File: config.mk
export PLATFORM = sky130hd
export DESIGN_NAME = duck_hit_detector_flat
export DESIGN_NICKNAME = d
export VERILOG_FILES = /design/src/rtl/duck_hit_if.sv /design/src/rtl/duck_hit_detector.sv /design/src/flat_wrapper.sv
export SDC_FILE = /design/constraint.sdc
export NUM_CORES = 1
export LEC_CHECK = 0
export ABC_CLOCK_PERIOD_IN_PS = 3300
export CORE_UTILIZATION = 50
export CTS_CLUSTER_DIAMETER = 50
export DETAILED_ROUTE_END_ITERATION = 10
export PLACE_DENSITY = 0.78
export SLEW_MARGIN = 5
export SYNTH_ARGS = -nofsm -noshare
export SYNTH_HDL_FRONTEND = slang
export SYNTH_SLANG_ARGS = --single-unit
export TNS_END_PERCENT = 5
File: constraint.sdc
create_clock -name vga_clk -period 3.3 [get_ports vga_clk]
set_clock_uncertainty 0.2 [all_clocks]
set_input_delay 0.66 -clock vga_clk [delete_from_list [all_inputs] [get_ports vga_clk]]
set_output_delay 0.66 -clock vga_clk [all_outputs]
set_load 0.05 [all_outputs]
File: src/rtl/duck_hit_if.sv
// Hit report channel between the hit detector and the duck logic.
// The detector drives the report; the duck logic returns hit_ack.
interface duck_hit_if;
    logic       hit_valid;
    logic       hit_ack;
    logic [9:0] hit_x;
    logic [9:0] hit_y;
    logic [7:0] score;
    logic       busy;

    modport master (
        output hit_valid, hit_x, hit_y, score, busy,
        input  hit_ack
    );

    modport slave (
        input  hit_valid, hit_x, hit_y, score, busy,
        output hit_ack
    );
endinterface

File: src/rtl/duck_hit_detector.sv
// Counts duck/bullet pixel overlap per VGA frame, declares a hit at frame end
// and reports it with a valid/ack handshake, followed by a frame cooldown.
module duck_hit_detector #(
    parameter int H_TOTAL         = 800,
    parameter int V_TOTAL         = 525,
    parameter int H_ACTIVE        = 640,
    parameter int V_ACTIVE        = 480,
    parameter int MIN_OVERLAP     = 4,
    parameter int COOLDOWN_FRAMES = 30
) (
    input  logic        vga_clk,
    input  logic        reset,
    input  logic [9:0]  hcount,
    input  logic [9:0]  vcount,
    input  logic        duck_draw,
    input  logic        shot_drawer,
    duck_hit_if.master  hit_if
);
    localparam logic [1:0] S_SCAN     = 2'd0;
    localparam logic [1:0] S_REPORT   = 2'd1;
    localparam logic [1:0] S_COOLDOWN = 2'd2;

    localparam logic [9:0] H_END   = 10'(H_TOTAL - 1);
    localparam logic [9:0] V_END   = 10'(V_TOTAL - 1);
    localparam logic [9:0] H_ACT   = 10'(H_ACTIVE);
    localparam logic [9:0] V_ACT   = 10'(V_ACTIVE);
    localparam logic [7:0] MIN_CNT = 8'(MIN_OVERLAP);
    localparam logic [7:0] CD_LOAD = 8'(COOLDOWN_FRAMES);

    logic [1:0] state;
    logic [7:0] overlap_cnt;
    logic [7:0] cnt_next;
    logic [7:0] cd_cnt;
    logic [9:0] first_x;
    logic [9:0] first_y;
    logic       seen;
    logic       active;
    logic       overlap;
    logic       frame_end;

    always_comb begin
        active    = (hcount < H_ACT) && (vcount < V_ACT);
        overlap   = active && duck_draw && shot_drawer;
        frame_end = (hcount == H_END) && (vcount == V_END);
        cnt_next  = overlap_cnt;
        if (overlap && overlap_cnt != 8'hFF)
            cnt_next = overlap_cnt + 8'd1;
    end

    assign hit_if.busy = (state != S_SCAN);

    always_ff @(posedge vga_clk) begin
        if (!reset) begin
            state            <= S_SCAN;
            hit_if.hit_valid <= 1'b0;
            hit_if.hit_x     <= '0;
            hit_if.hit_y     <= '0;
            hit_if.score     <= '0;
            overlap_cnt      <= '0;
            seen             <= 1'b0;
            cd_cnt           <= '0;
            first_x          <= '0;
            first_y          <= '0;
        end else begin
            case (state)
                S_SCAN: begin
                    if (frame_end) begin
                        overlap_cnt <= '0;
                        seen        <= 1'b0;
                        if (cnt_next >= MIN_CNT) begin
                            state            <= S_REPORT;
                            hit_if.hit_valid <= 1'b1;
                            // the frame-end pixel itself may be the first overlap
                            hit_if.hit_x     <= seen ? first_x : hcount;
                            hit_if.hit_y     <= seen ? first_y : vcount;
                            if (hit_if.score != 8'hFF)
                                hit_if.score <= hit_if.score + 8'd1;
                        end
                    end else begin
                        overlap_cnt <= cnt_next;
                        if (overlap && !seen) begin
                            first_x <= hcount;
                            first_y <= vcount;
                            seen    <= 1'b1;
                        end
                    end
                end
                S_REPORT: begin
                    if (hit_if.hit_ack) begin
                        hit_if.hit_valid <= 1'b0;
                        cd_cnt           <= CD_LOAD;
                        state            <= (CD_LOAD == 8'd0) ? S_SCAN : S_COOLDOWN;
                    end
                end
                S_COOLDOWN: begin
                    if (frame_end) begin
                        cd_cnt <= cd_cnt - 8'd1;
                        if (cd_cnt <= 8'd1)
                            state <= S_SCAN;
                    end
                end
                default: state <= S_SCAN;
            endcase
        end
    end
endmodule

File: src/flat_wrapper.sv
// flat-port wrapper written by rule: the top's interface ports become plain ports
module duck_hit_detector_flat 
#(
    parameter int H_TOTAL         = 800,
    parameter int V_TOTAL         = 525,
    parameter int H_ACTIVE        = 640,
    parameter int V_ACTIVE        = 480,
    parameter int MIN_OVERLAP     = 4,
    parameter int COOLDOWN_FRAMES = 30
)
  (vga_clk, reset, hcount, vcount, duck_draw, shot_drawer, hit_if_hit_valid, hit_if_hit_x, hit_if_hit_y, hit_if_score, hit_if_busy, hit_if_hit_ack);
  duck_hit_if hit_if_i ();
  input  logic vga_clk;
  input  logic reset;
  input  logic [9:0] hcount;
  input  logic [9:0] vcount;
  input  logic duck_draw;
  input  logic shot_drawer;
  output wire logic [$bits(hit_if_i.hit_valid)-1:0] hit_if_hit_valid;
  output wire logic [$bits(hit_if_i.hit_x)-1:0] hit_if_hit_x;
  output wire logic [$bits(hit_if_i.hit_y)-1:0] hit_if_hit_y;
  output wire logic [$bits(hit_if_i.score)-1:0] hit_if_score;
  output wire logic [$bits(hit_if_i.busy)-1:0] hit_if_busy;
  input wire logic [$bits(hit_if_i.hit_ack)-1:0] hit_if_hit_ack;
  assign hit_if_hit_valid = hit_if_i.hit_valid;
  assign hit_if_hit_x = hit_if_i.hit_x;
  assign hit_if_hit_y = hit_if_i.hit_y;
  assign hit_if_score = hit_if_i.score;
  assign hit_if_busy = hit_if_i.busy;
  assign hit_if_i.hit_ack = hit_if_hit_ack;
  duck_hit_detector #(.H_TOTAL(H_TOTAL), .V_TOTAL(V_TOTAL), .H_ACTIVE(H_ACTIVE), .V_ACTIVE(V_ACTIVE), .MIN_OVERLAP(MIN_OVERLAP), .COOLDOWN_FRAMES(COOLDOWN_FRAMES)) u_core (.vga_clk(vga_clk), .reset(reset), .hcount(hcount), .vcount(vcount), .duck_draw(duck_draw), .shot_drawer(shot_drawer), .hit_if(hit_if_i));
endmodule
# After elaboration in Yosys (flattened, before gate mapping)
# Cells that the tools add are included.
[totals]
regBits = 68
out_inout_bits = 30
word_cells = 67
[classes]
n_addsub = 3
magnitude_cmp = 4
eq_ne = 11
muxes = 19
bitwise_logic = 1
n_reduce_logical = 19
[ops]
columns = ["op", "count"]
rows = [
  ["2-to-1 mux 8 bit", 4],
  ["== test 10 bit, second input constant", 2],
  ["2-to-1 mux 10 bit", 2],
  ["adder 8 x 1 -> 8 bit, second input constant", 2],
  ["!= test 8 bit, second input constant", 2],
  ["case mux 8 bit (2 select lines)", 1],
  ["less-than comparator 10 bit, second input constant", 1],
  ["less-than comparator 10 x 9 -> 1 bit, second input constant", 1],
  ["2-to-1 mux 2 bit", 5],
  ["AND reduction 3 bit", 3],
  [">= comparator 8 x 3 -> 1 bit, second input constant", 1],
  ["less-or-equal comparator 8 x 1 -> 1 bit, second input constant", 1],
  ["!= test 2 x 1 -> 1 bit, second input constant", 4],
  ["AND reduction 4 bit", 2],
  ["nonzero test 2 bit", 4],
  ["subtractor 8 x 1 -> 8 bit, second input constant", 1],
  ["logical AND 1 bit", 6],
  ["case mux 2 bit (3 select lines)", 1],
  ["2-to-1 mux 1 bit", 5],
  ["AND reduction 5 bit", 1],
  ["== test 2 x 1 -> 1 bit, second input constant", 1],
  ["== test 2 bit, second input constant", 1],
  ["zero test 2 bit", 1],
  ["!= test 2 bit, second input constant", 1],
  ["other kinds (4)", 4],
]

# Depth between registers and ports, before layout
# Gate-level depths: netlist of the first run.
[logic_depth]
ltp_word = 10
depth_mapped = 10
depth_no_buf = 8

# Worst setup path before layout of the first run
# No wires, ideal clock.
[synth_path]
kind = "input-to-reg"
startpoint = "in vcount[8]"
endpoint = "reg u_core.hit_if.hit_x[0]"
arrival_ns = 2.338
path_slack_ns = 0.681
stages = 9
path_cell_list = "or4b_1 > nor4b_2 > nand4_1 > nor2_2 > and2_1 > buf_6 > buf_12 > nor2_1 > a211oi_2"
[synth_between]
elab_chain_cells = 8
word_cells_on_any_way = 10
cone_classes = "order compare (2); eq/ne (1); mux (1); reduce/logical (6)"
[synth_rtl]
columns = ["element", "line", "source"]
rows = [
  ["from (decl)", "flat_wrapper.sv:16", "input logic [9:0] vcount;"],
  ["less-than comparator 10 x 9 -> 1 bit", "duck_hit_detector.sv:42", "active = (hcount < H_ACT) && (vcount < V_ACT);"],
  ["logical AND 1 bit", "duck_hit_detector.sv:42", ""],
  ["logical AND 1 bit (2 in series)", "duck_hit_detector.sv:43", "overlap = active && duck_draw && shot_drawer;"],
  ["logical AND 1 bit", "duck_hit_detector.sv:46", "if (overlap && overlap_cnt != 8'hFF)"],
  ["2-to-1 mux 8 bit", "duck_hit_detector.sv:46", ""],
  [">= comparator 8 x 3 -> 1 bit", "duck_hit_detector.sv:70", "if (cnt_next >= MIN_CNT) begin"],
  ["AND reduction 3 bit (no line) (*)", "-", ""],
  ["to (signal assigned)", "duck_hit_detector.sv:74", "hit_if.hit_x <= seen ? first_x : hcount;"],
  ["to (decl)", "duck_hit_if.sv:12", "output hit_valid, hit_x, hit_y, score, busy,"],
]
# Mark *: on every way between the ends. The rest lies on a longest branch, timed or not.
# A chain may end at the register's enable or synchronous reset.

# Final worst setup path of the first run
[layout_path]
startpoint = "in hcount[8]"
endpoint = "reg u_core.cd_cnt[6]"
[layout_between]
elab_chain_cells = 4
[layout_rtl]
columns = ["element", "line", "source"]
rows = [
  ["from (decl)", "flat_wrapper.sv:15", "input logic [9:0] hcount;"],
  ["== test 10 bit", "duck_hit_detector.sv:44", "frame_end = (hcount == H_END) && (vcount == V_END);"],
  ["logical AND 1 bit", "duck_hit_detector.sv:44", ""],
  ["!= test 2 x 1 -> 1 bit (no line)", "-", ""],
  ["AND reduction 3 bit (no line)", "-", ""],
  ["to (signal assigned)", "duck_hit_detector.sv:97", "cd_cnt <= cd_cnt - 8'd1;"],
  ["to (decl)", "duck_hit_detector.sv:33", "logic [7:0] cd_cnt;"],
]
# Every way passes these cells.

==> flow_metrics.tcl, run 1 <==
set metrics [dict create \
    num_rows 29 \
    p_comb_share_pct 6.6 \
    max-vdd-ir-drop_uv 211 \
    synth_cell_types 56 \
    failed_checks "DRC" \
    use_met3_pct 4.06 \
    max_cap_viol_count 0 \
    slew_headroom_pct 50.2 \
    period_needed_ns 2.93 \
    switching_share_pct 21.5 \
    dpl.cell_count 504 \
    clkPwrFrac_pct 45.7 \
    synth_area_sq_um 3350 \
    holdBufCountCts 0 \
    synthMuxAreaShare_pct 7.21 \
    overflow 0 \
    cts.clk_slew.worst_paths_ns 0.07 \
    cts_made_buffers 9 \
    synth.most_common_cell "dfxtp_1" \
    fmax_mhz 341 \
    cp-start-kind "primary input" \
    dp_hpwl_um 5330 \
    initial_core_util_pct 52.2 \
    required_ns 3.34 \
    via_count 2954 \
    worstPathMaxFanout 10 \
    cts_resized 0 \
    grt_max_degree 41 \
    synth_edf_count 0 \
    ctsRootBufferMaster "clkbuf_8" \
    n_fill_cell 543 \
    path_class "primary input to register" \
    firstDrtPassIters 8 \
    synthXorXnorAreaFrac_pct 2.09 \
    grt_pass1_wl_um 12700 \
    drt_wl_total_um 7630 \
    port_buffers 54 \
    avgSynthCellArea_sq_um 8.98 \
    setup_viol 0 \
    postSynth.asyncResetShare_pct 0 \
    powerDensity_nw_per_um2 410 \
    synth_nets 402 \
    first_iter_violations 132 \
    grt.total_usage_pct 22.8 \
    ant_nets 0 \
    synth_compound_area_share_pct 17.7 \
    drv_slew 0 \
    grt_use_met2_pct 39.1 \
    tns_ns 0 \
    yosysSeqAreaShare_pct 40.6 \
    status "finished, violations left" \
    synth-main-ff-cell "dfxtp_1" \
    syn2layout_area_growth_pct 27.1 \
    netlist_top_cells_count "68 x dfxtp_1, 57 x nand2_1, 44 x nor2_1" \
    min_path_cells 2 \
    dieArea_sq_um 7030 \
    fin_crit_sh_pct 88.8 \
    fin_nets 467 \
    avgRoutedWirePerCell_um 14.7 \
    synth.top_cell.area_share_pct 40.6 \
    post_cts_buffers 0 \
    met1_usage_pct 27.8 \
    io_pins 55 \
    preCtsSetupSlack_ns -0.0117 \
    synth_top_area_cell "dfxtp_1" \
    worstRegToRegCells 9 \
    core_area_sq_um 6420 \
    fin_util_pct 66.3 \
    numClockSinks 68 \
    gp_congestion 0.810 \
    drc 14 \
    gr-max-usage-layer "met2" \
    die_h_um 83.8 \
    drive_gt1_share_pct 15.6 \
    intPower_mw 1.37 \
    die_w_um 83.8 \
    rsz0062_at_grt "false" \
    yosys.area_share.adder_pct 1.49 \
    yosys_warnings 0 \
    cts_buffer_depth 2 \
    synth_top_family_by_area "simple AND/OR/NAND/NOR gates" \
    tightest_slew_ns 0.746 \
    antenna_found_initial 0 \
    critical_path_arrival_ns 2.97 \
    htreeDepth 3 \
    grt_pass1_vias 2766 \
    hold_violations 0 \
    synth-simple-area-share_pct 26.3 \
    switchingPower_uw 376 \
    fin_cells 520 \
    fin_ws_ns 0.368 \
    ys_ff_latch 68 \
    insertedDiodeCount 0 \
    ys_top_cells_by_area "dfxtp_1 41%, mux2i_1 6.9%, a211oi_2 6.7%, nand2_1 6.4%, a21oi_1 5.5%" \
    hp-class "register to register" \
    cts_tree "done" \
    viasPerCell 5.68 \
    power.leakage_nw 1.50 \
    endpoint_kind "register" \
    seqPwrFrac_pct 47.7 \
    syn_inst 373 \
    clk_latency_ns 0.35 \
]
[per-stage QoR]
| step | hold WS [ns] | power, mW | instance area (sq um) |
|---|---|---|---|
| floorplan | 0.236 | 0.904 | 3350 |
| global placement | 0.241 | 0.966 | 4020 |
| detailed placement | 0.247 | 0.967 | 4020 |
| CTS | 0.257 | 1.76 | 4260 |
| global route | 0.276 | 1.80 | 4260 |
| finish | 0.254 | 1.75 | 4260 |
[flip-flops by register name (all words and copies together), names as in the netlist]
register,count
u_core.hit_if.hit_valid,1
u_core.overlap_cnt,8
u_core.first_x,10
u_core.first_y,10
u_core.seen,1
u_core.cd_cnt,8
u_core.hit_if.score,8
u_core.state,2
u_core.hit_if.hit_x,10
u_core.hit_if.hit_y,10
[power by group through the flow]
stage	clock network [mW]	logic [mW]	registers [mW]
floorplan	0	0.0547	0.849
global placement	0	0.113	0.852
detailed placement	0	0.114	0.853
CTS	0.808	0.115	0.834
global route	0.846	0.124	0.834
finish	0.798	0.115	0.834
[cell usage in the layout, fill, tap and decap left out, types with 5 or more instances in the layout]
cell type / count
or3_1: 5
nand4_1: 8
o21ai_0: 8
xnor2_1: 6
clkdlybuf4s50_1: 54
nand2_1: 57
nor2_1: 44
nor3_1: 6
a21oi_1: 37
buf_4: 17
mux2i_1: 23
nand3_1: 5
dfxtp_1: 68
and3_1: 8
a211oi_2: 18
clkbuf_8: 12
[routing by layer]
metal | vias to the layer above | routed length (um)
met4 | 0 | 99
met1 | 1411 | 3560
met3 | 9 | 348
met2 | 70 | 3620
li1 | 1464 | -
met5 | - | 0
[worst max-delay path, stage by stage]
cell and delay [ns]:
clkdlybuf4s50_1 0.54, or4b_1 0.44, nor4b_1 0.43, and2_2 0.28, a21boi_4 0.11, and4bb_2 0.32
xnor2_1 0.13, nor2_1 0.06
[logic make-up after synthesis]
group	count (synthesis)
multiplexers	24
adder cells (fa/ha/maj)	4
AO/OA/AOI/OAI	79
XOR/XNOR	8
AND/OR/NAND/NOR	167
flip-flops	68
buffers and inverters	23
[cell type report]
| class | instances | area [sq um] | share of cell area [%] |
|---|---|---|---|
| clock buffer | 13 | 169 | 3.97 |
| sequential | 68 | 1360 | 32.0 |
| multi-input combinational | 282 | 1840 | 43.2 |
| timing repair buffer | 73 | 708 | 16.6 |
| inverter | 4 | 15.0 | 0.353 |
| clock inverter | 3 | 67.6 | 1.59 |
| tap | 77 | 96.3 | 2.26 |
[worst paths after layout]
kind / slack, ns / startpoint / end
min reg2reg: 0.25 / u_core.first_y[0] / u_core.first_y[0]
max reg2reg: 0.63 / u_core.overlap_cnt[0] / u_core.hit_if.score[0]
min: 0.25 / u_core.first_y[0] / u_core.first_y[0]
max: 0.37 / hcount[8] / u_core.cd_cnt[6]
No activity file was read; power rests on OpenSTA's default activity.
==> run 2, diff against run 1 <==
Settings changed: MAX_ROUTING_LAYER from default to met4.
==> run 2 against run 1 <==
Effect of this change:
- the flow still finishes with violations (DRC)
- critical path depth is 1 higher
- sequential power hardly changed
- non-clock buffer count unchanged
- global-route usage increased by 0.65 points
- hold slack is essentially flat
- clock-buffer cell count unchanged
- register-to-register slack barely moved
- clock power barely moved
- sequential share of layout area unchanged
==> flow_metrics.tcl, run 2 (synthesis results as in run 1) <==
set metrics [dict create \
    dpl.cell_count 504 \
    ant_nets 0 \
    fmax_mhz 341 \
    dieArea_sq_um 7030 \
    rsz0062_at_grt "false" \
    drv_slew 0 \
    num_rows 29 \
    r2r_slack_ns 0.63 \
    viasPerCell 5.69 \
    max-vdd-ir-drop_uv 211 \
    period_needed_ns 2.93 \
    clkPwrFrac_pct 45.7 \
    fin_util_pct 66.3 \
    required_ns 3.36 \
    holdBufCountCts 0 \
    fin_nets 467 \
    n_fill_cell 543 \
    path_class "primary input to register" \
    fin_cells 520 \
    core_area_sq_um 6420 \
    clk_latency_ns 0.34 \
    dp_hpwl_um 5330 \
    first_iter_violations 123 \
    failed_checks "DRC" \
    drive_gt1_share_pct 15.6 \
    hp-class "register to register" \
    grt.total_usage_pct 23.5 \
    fin_crit_sh_pct 88.9 \
    grt_pass1_vias 2764 \
    seqPwrFrac_pct 47.8 \
    firstDrtPassIters 8 \
    drc 13 \
    syn2layout_area_growth_pct 27.1 \
    cts_resized 0 \
    tns_ns 0 \
    gp_congestion 0.822 \
    grt_pass1_wl_um 12700 \
    slew_headroom_pct 50.8 \
    post_cts_buffers 0 \
    port_buffers 54 \
    die_w_um 83.8 \
    mostFrequentLayoutCells "68 x dfxtp_1, 57 x nand2_1, 54 x clkdlybuf4s50_1, 44 x nor2_1, 37 x a21oi_1" \
    via_count 2957 \
    setup_viol 0 \
    tightest_slew_ns 0.737 \
    cts.clk_slew.worst_paths_ns 0.07 \
    initial_core_util_pct 52.2 \
    die_h_um 83.8 \
    numClockSinks 68 \
    cp-start-kind "primary input" \
    cts_tree "done" \
    whs_ns 0.254 \
    ctsRootBufferMaster "clkbuf_8" \
    insertedDiodeCount 0 \
    cts_made_buffers 9 \
    worstPathMaxFanout 40 \
    fin_ws_ns 0.367 \
    p_comb_share_pct 6.6 \
    avgRoutedWirePerCell_um 14.6 \
    status "finished, violations left" \
    switchingPower_uw 374 \
    drt_wl_total_um 7620 \
    endpoint_kind "register" \
    hold_violations 0 \
    htreeDepth 3 \
    critical_path_arrival_ns 2.99 \
    io_pins 55 \
    intPower_mw 1.37 \
    overflow 0 \
    max_cap_viol_count 0 \
    cts_buffer_depth 2 \
    grt_max_degree 41 \
    power.leakage_nw 1.50 \
    powerDensity_nw_per_um2 410 \
    final_common_cell "dfxtp_1" \
    antenna_found_initial 0 \
    preCtsSetupSlack_ns -0.0117 \
    switching_share_pct 21.4 \
]
[run 2: layout make-up]
class,instances,area (sq um),area share (%)
multi-input combinational,282,1840,43.2
inverter,4,15.0,0.353
clock inverter,3,67.6,1.59
timing repair buffer,73,708,16.6
clock buffer,13,169,3.97
sequential,68,1360,32.0
tap,77,96.3,2.26
[run 2: worst max-delay path, cell delays in order]
cell             delay, ns
clkdlybuf4s50_1       0.48
or4b_1                0.57
nor4b_2               0.27
nand4_1               0.13
nor2_2                0.16
and2_2                0.20
buf_12                0.23
nor2_1                0.08
a211oi_2              0.19
[run 2: through the flow]
step | area, sq um | power, mW
floorplan | 3350 | 0.904
global placement | 4020 | 0.966
detailed placement | 4020 | 0.967
CTS | 4260 | 1.76
global route | 4260 | 1.80
finish | 4260 | 1.75
[run 2: worst paths after layout]
check	endpoint	startpoint	cells after the start
hold reg to reg	u_core.first_y[0]	u_core.first_y[0]	2
setup reg to reg	u_core.hit_if.hit_x[1]	u_core.overlap_cnt[0]	9
setup / recovery	u_core.hit_if.hit_x[1]	vcount[8]	9
hold / removal	u_core.first_y[0]	u_core.first_y[0]	2
[run 2: power by group through the flow]
stage | Combinational (mW) | Clock, mW | Sequential [mW]
after floorplan | 0.0547 | 0 | 0.849
after global placement | 0.113 | 0 | 0.852
after detailed placement | 0.114 | 0 | 0.853
after CTS | 0.115 | 0.808 | 0.834
after global routing | 0.124 | 0.846 | 0.834
final | 0.115 | 0.797 | 0.834
[run 2: layer usage]
metal	part of all wire [%]	global-route usage, %	vias to the layer above
met5	0	-	-
met4	0.60	10.3	0
met3	4.4	3.66	6
li1	-	-	1464
met2	48	38.9	82
met1	47	28.3	1405
